[src/rtl/mc_pkg.sv]
// Shared constants, state encoding and decode bundle for the multi-cycle MIPS control unit.
// The optional MC_PERF_CNT_EN build enables the performance counters in mc_ctrl_fsm.
package mc_pkg;

   localparam logic [5:0] OP_RTYPE = 6'h00;
   localparam logic [5:0] OP_JAL   = 6'h03;
   localparam logic [5:0] OP_BEQ   = 6'h04;
   localparam logic [5:0] OP_BNE   = 6'h05;
   localparam logic [5:0] OP_ORI   = 6'h0D;
   localparam logic [5:0] OP_LUI   = 6'h0F;
   localparam logic [5:0] OP_LW    = 6'h23;
   localparam logic [5:0] OP_SW    = 6'h2B;

   localparam logic [5:0] FN_JR    = 6'h08;
   localparam logic [5:0] FN_ADD   = 6'h20;
   localparam logic [5:0] FN_SUB   = 6'h22;

   localparam logic [2:0] ALUOP_OR  = 3'b001;
   localparam logic [2:0] ALUOP_ADD = 3'b010;
   localparam logic [2:0] ALUOP_SUB = 3'b011;
   localparam logic [2:0] ALUOP_LUI = 3'b100;

   localparam logic [1:0] PCSRC_SEQ = 2'b00;
   localparam logic [1:0] PCSRC_BR  = 2'b01;
   localparam logic [1:0] PCSRC_JMP = 2'b10;
   localparam logic [1:0] PCSRC_REG = 2'b11;

   localparam logic [1:0] REGDST_RT = 2'b00;
   localparam logic [1:0] REGDST_RD = 2'b01;
   localparam logic [1:0] REGDST_RA = 2'b10;

   localparam logic [1:0] MEM2REG_ALU = 2'b00;
   localparam logic [1:0] MEM2REG_MEM = 2'b01;
   localparam logic [1:0] MEM2REG_PC4 = 2'b10;

   typedef enum logic [2:0] {
      ST_IF   = 3'd0,
      ST_ID   = 3'd1,
      ST_EX   = 3'd2,
      ST_MEM  = 3'd3,
      ST_WB   = 3'd4,
      ST_HALT = 3'd5
   } st_e;

   typedef struct packed {
      logic [1:0] reg_dst;
      logic       alu_src;
      logic [1:0] mem_to_reg;
      logic [1:0] pc_src;
      logic       ext_op;
      logic [2:0] alu_op;
      logic       is_jal;
      logic       is_jr;
      logic       is_br;
      logic       is_bne;
      logic       is_ld;
      logic       is_st;
      logic       illegal;
   } dec_t;

endpackage

[src/rtl/mc_decode.sv]
// Pure combinational opcode/function decoder: datapath selects,
// instruction-class flags and the illegal-instruction flag.
module mc_decode
   import mc_pkg::*;
(
   input  logic [5:0] i_op,
   input  logic [5:0] i_func,
   output dec_t       o_dec
);

   always_comb begin
      o_dec        = '0;
      o_dec.alu_op = ALUOP_ADD;
      unique case (i_op)
         OP_RTYPE: begin
            o_dec.reg_dst = REGDST_RD;
            unique case (i_func)
               FN_ADD:  o_dec.alu_op = ALUOP_ADD;
               FN_SUB:  o_dec.alu_op = ALUOP_SUB;
               FN_JR: begin
                  o_dec.is_jr  = 1'b1;
                  o_dec.pc_src = PCSRC_REG;
               end
               default: o_dec.illegal = 1'b1;
            endcase
         end
         OP_ORI: begin
            o_dec.alu_src = 1'b1;
            o_dec.ext_op  = 1'b1;
            o_dec.alu_op  = ALUOP_OR;
         end
         OP_LUI: begin
            o_dec.alu_src = 1'b1;
            o_dec.alu_op  = ALUOP_LUI;
         end
         OP_LW: begin
            o_dec.alu_src    = 1'b1;
            o_dec.mem_to_reg = MEM2REG_MEM;
            o_dec.is_ld      = 1'b1;
         end
         OP_SW: begin
            o_dec.alu_src = 1'b1;
            o_dec.is_st   = 1'b1;
         end
         OP_BEQ, OP_BNE: begin
            o_dec.alu_op = ALUOP_SUB;
            o_dec.pc_src = PCSRC_BR;
            o_dec.is_br  = 1'b1;
            o_dec.is_bne = (i_op == OP_BNE);
         end
         OP_JAL: begin
            o_dec.reg_dst    = REGDST_RA;
            o_dec.mem_to_reg = MEM2REG_PC4;
            o_dec.pc_src     = PCSRC_JMP;
            o_dec.is_jal     = 1'b1;
         end
         default: o_dec.illegal = 1'b1;
      endcase
   end

endmodule

[src/rtl/mc_ctrl_fsm.sv]
// Multi-cycle MIPS control FSM with wait-state handshakes, bus timeout and illegal halt.
// Define MC_PERF_CNT_EN to build the cycle/retired-instruction counters.
module mc_ctrl_fsm
   import mc_pkg::*;
#(
   parameter int WAIT_MAX = 15,
   parameter int CNT_W    = 32
) (
   input  logic             clk,
   input  logic             reset_n,
   input  logic [5:0]       op,
   input  logic [5:0]       func,
   input  logic             zero,
   input  logic             imem_ready,
   input  logic             dmem_ready,
   output logic             imem_req,
   output logic             dmem_req,
   output logic             ir_we,
   output logic             pc_we,
   output logic             reg_we,
   output logic             mem_we,
   output logic [1:0]       reg_dst,
   output logic             alu_src,
   output logic [1:0]       mem_to_reg,
   output logic [1:0]       pc_src,
   output logic             ext_op,
   output logic [2:0]       alu_op,
   output logic [2:0]       state,
   output logic             illegal,
   output logic             timeout,
   output logic [CNT_W-1:0] cycle_cnt,
   output logic [CNT_W-1:0] instr_cnt
);

   localparam int WW = $clog2(WAIT_MAX + 1);

   st_e           r_state;
   st_e           w_nxt;
   logic [WW-1:0] r_wait;
   logic          r_illegal;
   logic          r_timeout;
   dec_t          w_dec;
   logic          w_stall;
   logic          w_hit;
   logic          w_imem_req;
   logic          w_dmem_req;
   logic          w_ir_we;
   logic          w_pc_we;
   logic          w_reg_we;
   logic          w_mem_we;
   logic          w_set_ill;
   logic          w_set_to;

   mc_decode u_dec (
      .i_op   (op),
      .i_func (func),
      .o_dec  (w_dec)
   );

   assign w_stall = ((r_state == ST_IF) && !imem_ready) ||
                    ((r_state == ST_MEM) && !dmem_ready);
   // Ready in the threshold cycle clears w_stall, so it beats the timeout.
   assign w_hit   = w_stall && (r_wait == WW'(WAIT_MAX - 1));

   always_comb begin
      w_nxt      = r_state;
      w_imem_req = 1'b0;
      w_dmem_req = 1'b0;
      w_ir_we    = 1'b0;
      w_pc_we    = 1'b0;
      w_reg_we   = 1'b0;
      w_mem_we   = 1'b0;
      w_set_ill  = 1'b0;
      w_set_to   = 1'b0;
      unique case (r_state)
         ST_IF: begin
            w_imem_req = 1'b1;
            if (imem_ready) begin
               w_ir_we = 1'b1;
               w_pc_we = 1'b1;
               w_nxt   = ST_ID;
            end else if (w_hit) begin
               w_set_to = 1'b1;
               w_nxt    = ST_HALT;
            end
         end
         ST_ID: begin
            if (w_dec.illegal) begin
               w_set_ill = 1'b1;
               w_nxt     = ST_HALT;
            end else if (w_dec.is_jal) begin
               w_reg_we = 1'b1;
               w_pc_we  = 1'b1;
               w_nxt    = ST_IF;
            end else if (w_dec.is_jr) begin
               w_pc_we = 1'b1;
               w_nxt   = ST_IF;
            end else begin
               w_nxt = ST_EX;
            end
         end
         ST_EX: begin
            if (w_dec.is_ld || w_dec.is_st) begin
               w_nxt = ST_MEM;
            end else if (w_dec.is_br) begin
               w_pc_we = w_dec.is_bne ? !zero : zero;
               w_nxt   = ST_IF;
            end else begin
               w_nxt = ST_WB;
            end
         end
         ST_MEM: begin
            w_dmem_req = 1'b1;
            w_mem_we   = w_dec.is_st;
            if (dmem_ready) begin
               w_nxt = w_dec.is_st ? ST_IF : ST_WB;
            end else if (w_hit) begin
               w_set_to = 1'b1;
               w_nxt    = ST_HALT;
            end
         end
         ST_WB: begin
            w_reg_we = 1'b1;
            w_nxt    = ST_IF;
         end
         ST_HALT: w_nxt = ST_HALT;
         default: w_nxt = ST_HALT;
      endcase
   end

   always_ff @(posedge clk or negedge reset_n) begin
      if (!reset_n) begin
         r_state   <= ST_IF;
         r_wait    <= '0;
         r_illegal <= 1'b0;
         r_timeout <= 1'b0;
      end else begin
         r_state <= w_nxt;
         r_wait  <= w_stall ? r_wait + WW'(1) : '0;
         if (w_set_ill) r_illegal <= 1'b1;
         if (w_set_to)  r_timeout <= 1'b1;
      end
   end

   // Strobes are gated by reset_n so nothing leaks while reset is held.
   assign imem_req   = reset_n && w_imem_req;
   assign dmem_req   = reset_n && w_dmem_req;
   assign ir_we      = reset_n && w_ir_we;
   assign pc_we      = reset_n && w_pc_we;
   assign reg_we     = reset_n && w_reg_we;
   assign mem_we     = reset_n && w_mem_we;

   assign reg_dst    = w_dec.reg_dst;
   assign alu_src    = w_dec.alu_src;
   assign mem_to_reg = w_dec.mem_to_reg;
   assign ext_op     = w_dec.ext_op;
   assign alu_op     = w_dec.alu_op;
   assign pc_src     = ((r_state == ST_ID) || (r_state == ST_EX)) ?
                       w_dec.pc_src : PCSRC_SEQ;
   assign state      = r_state;
   assign illegal    = r_illegal;
   assign timeout    = r_timeout;

`ifdef MC_PERF_CNT_EN
   logic [CNT_W-1:0] r_cyc;
   logic [CNT_W-1:0] r_ins;

   always_ff @(posedge clk or negedge reset_n) begin
      if (!reset_n) begin
         r_cyc <= '0;
         r_ins <= '0;
      end else begin
         if (r_state != ST_HALT) r_cyc <= r_cyc + CNT_W'(1);
         if ((w_nxt == ST_IF) && (r_state != ST_IF) && (r_state != ST_HALT))
            r_ins <= r_ins + CNT_W'(1);
      end
   end

   assign cycle_cnt = r_cyc;
   assign instr_cnt = r_ins;
`else
   assign cycle_cnt = '0;
   assign instr_cnt = '0;
`endif

endmodule

[config.mk]
export PLATFORM = sky130hd
export DESIGN_NAME = mc_ctrl_fsm
export DESIGN_NICKNAME = d
export VERILOG_FILES = /design/src/rtl/mc_pkg.sv /design/src/rtl/mc_decode.sv /design/src/rtl/mc_ctrl_fsm.sv
export SDC_FILE = /design/constraint.sdc
export NUM_CORES = 1
export LEC_CHECK = 0
export CORE_MARGIN = 2
export CORE_UTILIZATION = 33
export DETAILED_ROUTE_END_ITERATION = 6
export HOLD_SLACK_MARGIN = 0.08
export PLACE_DENSITY = 0.81
export SYNTH_ARGS = -nofsm -noshare
export SYNTH_HDL_FRONTEND = slang
export SYNTH_SLANG_ARGS = --single-unit
[constraint.sdc]
create_clock -name clk -period 2.4 [get_ports clk]
set_clock_uncertainty 0.1 [all_clocks]
set_input_delay 0.6 -clock clk [delete_from_list [all_inputs] [get_ports clk]]
set_output_delay 0.6 -clock clk [all_outputs]
set_load 0.01 [all_outputs]
==> impl_metrics.env <==
export IMPL_status="finished with violations"
export IMPL_violations="negative setup slack"
export IMPL_p_int_mw=0.319
export IMPL_grt_start_max_net_pins=12
export IMPL_rsz0062_at_grt="yes"
export IMPL_p_clk_share_pct=36.3
export IMPL_dpl_hpwl_um=2530
export IMPL_nFillCells=364
export IMPL_clock_latency_ns=0.23
export IMPL_initial_core_util_pct=34.8
export IMPL_antenna_found_initial=0
export IMPL_die_h_um=66.6
export IMPL_ant_nets=0
export IMPL_synth_warnings=0
export IMPL_finalNonFillerCells=293
export IMPL_drive_gt1_share_pct=33.1
export IMPL_ioPinCount=103
export IMPL_grt_pass1_wl_um=5040
export IMPL_dr_pass1_iters=4
export IMPL_layout_commonest_cell="conb_1"
export IMPL_grt_pass1_vias=1159
export IMPL_synth_seq_area_share_pct=17.4
export IMPL_gr_total_overflow=0
export IMPL_clockBufferDepth=2
export IMPL_synth_cells=171
export IMPL_place_gp_congestion=0.882
export IMPL_layout_nets=265
export IMPL_arrival_ns=1.83
export IMPL_syn_area_um2=1290
export IMPL_setup_tns_ns=-0.127
export IMPL_drt_drc_violations_left=0
export IMPL_synth_area_leader_cell="buf_4"
export IMPL_synth_area_leaders="buf_4 38%, dfrtp_1 17%, nor2_1 4.9%"
export IMPL_ys_async_sr_fraction_pct=100
export IMPL_cts_buffers=3
export IMPL_endpoint_kind="output pin"
export IMPL_syn_avg_cell_area_um2=7.57
export IMPL_io_buffers=38
export IMPL_pwr_share_comb_pct=30.3
export IMPL_synth_edff_count=0
export IMPL_pre_cts_ws_ns=-0.998
export IMPL_cts_root_buf="clkbuf_8"
export IMPL_core_um2=3720
export IMPL_swShare_pct=30.7
export IMPL_synth_top_area_share_pct=37.7
export IMPL_drtIter0Drc=35
export IMPL_mostFrequentLayoutCells="64 x conb_1, 36 x buf_4, 13 x nor2_1, 10 x nand2_1, 9 x buf_2"
export IMPL_total_power_mw=0.461
export IMPL_die_area_um2=4440
export IMPL_wl_per_cell_um=11.1
export IMPL_rows=22
export IMPL_syn_to_final_growth_pct=41.0
export IMPL_p_sw_mw=0.142
export IMPL_p_leak_nw=0.967
export IMPL_crit_type="primary input to output pin"
export IMPL_holdWs_ns=0.316
export IMPL_min_period_ns=2.53
export IMPL_wl_um=3260
export IMPL_power_frac_seq_pct=33.3
export IMPL_cp_data_required_time_ns=1.70
export IMPL_cts_hold_buf=0
export IMPL_final_setup_viol_count=1
export IMPL_start_kind="primary input"
export IMPL_antenna_cells=0
export IMPL_fin_crit_sh_pct=105
export IMPL_htreeDepth=1
export IMPL_finalHoldViolations=0
export IMPL_synth_cell_types=39
export IMPL_layout_setup_ws_ns=-0.127
export IMPL_drv_slew=0
export IMPL_track_usage_pct=14.5
export IMPL_max_freq_ghz=0.396
export IMPL_vias=1248
export IMPL_synth_flop_cell="dfrtp_1"
export IMPL_vias_per_cell=4.26
export IMPL_path_clk_slew_ns=0.04
export IMPL_tritoncts="yes"
export IMPL_cts_sinks=9
export IMPL_synth_seq_cells=9
export IMPL_dp_cells=279
export IMPL_worst_path_max_fanout=2
export IMPL_worstHoldPathType="primary input to asynchronous set/reset pin"
export IMPL_power_density_nw_per_um2=253
export IMPL_ir_drop_mv=0.201
export IMPL_die_w_um=66.6
export IMPL_maxCapViolCount=0
repair_timing:
action,4_1_cts,5_1_grt
gates resized for setup,90,17
setup buffers,8,4
pin swaps,11,7
endpoints found under the setup margin,21,13
state kept, by name, summed over array words and instances, names as in the netlist:
register	count
illegal	1
timeout	1
r_wait	4
state	3
Yosys cell counts (3+ instances only):
| library cell | number |
|---|---|
| nor2_1 | 17 |
| nand2b_1 | 5 |
| nor2b_1 | 3 |
| inv_1 | 5 |
| dfrtp_1 | 9 |
| nand3_1 | 3 |
| o21ai_0 | 3 |
| nand4_1 | 3 |
| nor3_1 | 5 |
| and3_1 | 5 |
| nand2_1 | 10 |
| buf_4 | 65 |
| clkbuf_1 | 3 |
| a21oi_1 | 3 |
per-layer routing:
metal  track usage [%]  wire length, um  vias up
met5                 0                0        -
met4              3.32               15        0
met3              2.53              255        2
met2              26.1             1700       69
met1              17.7             1290      580
li1                  -                -      597
path summary, 6_finish.rpt:
| check | cells after the start | startpoint | slack [ns] | to |
|---|---|---|---|---|
| min in group clk | 1 | timeout | 0.38 | timeout |
| worst max-delay path | 7 | op[3] | -0.13 | pc_we |
| worst max register to register | 7 | r_wait[0] | 0.62 | state[0] |
| worst min-delay path | 2 | reset_n | 0.32 | r_wait[2] |
| max in group asynchronous | 2 | reset_n | 1.74 | state[1] |
| worst min register to register | 1 | timeout | 0.38 | timeout |
power groups by stage:
| stage | clock, mW | sequential (mW) | combinational [mW] |
|---|---|---|---|
| detailed placement | 0 | 0.156 | 0.132 |
| global route | 0.185 | 0.154 | 0.153 |
| CTS | 0.173 | 0.154 | 0.137 |
| floorplan | 0 | 0.156 | 0.144 |
| finish | 0.168 | 0.154 | 0.140 |
| global placement | 0 | 0.156 | 0.130 |
critical path, stage by stage:
cell and delay, ns:
buf_8 0.10, nor4_4 0.29, nand4_1 0.16, o31a_1 0.15, nand2b_4 0.15, a221oi_2 0.21, buf_2 0.17
cell type report:
class / instances / area, um2 / share of cell area (%)
inverter: 5 / 18.8 / 1.03
sequential: 9 / 229 / 12.6
tap: 48 / 60.1 / 3.29
multi-input combinational: 151 / 862 / 47.3
timing repair buffer: 76 / 609 / 33.4
clock buffer: 4 / 45.0 / 2.47
kinds of logic (layout without fill, tap and decap cells):
kind of cell | Yosys count | in the layout | synth area share [%]
flops | 9 | 9 | 17.4
fa+ha+maj | 2 | 2 | 1.93
buf+inv | 74 | 85 | 40.4
other cells | 1 | 64 | 0.290
simple gates | 59 | 59 | 23.7
xor+xnor | 3 | 3 | 2.03
compound gates | 23 | 23 | 14.2
through the flow:
step           util (%)  instance area (um2)
2_1_floorplan         -                 1530
3_3_place_gp       45.1                 1680
3_5_place_dp       45.1                 1680
4_1_cts            48.1                 1790
5_1_grt            49.1                 1820
6_report           49.1                 1820
No activity file was read; power rests on OpenSTA's default activity.
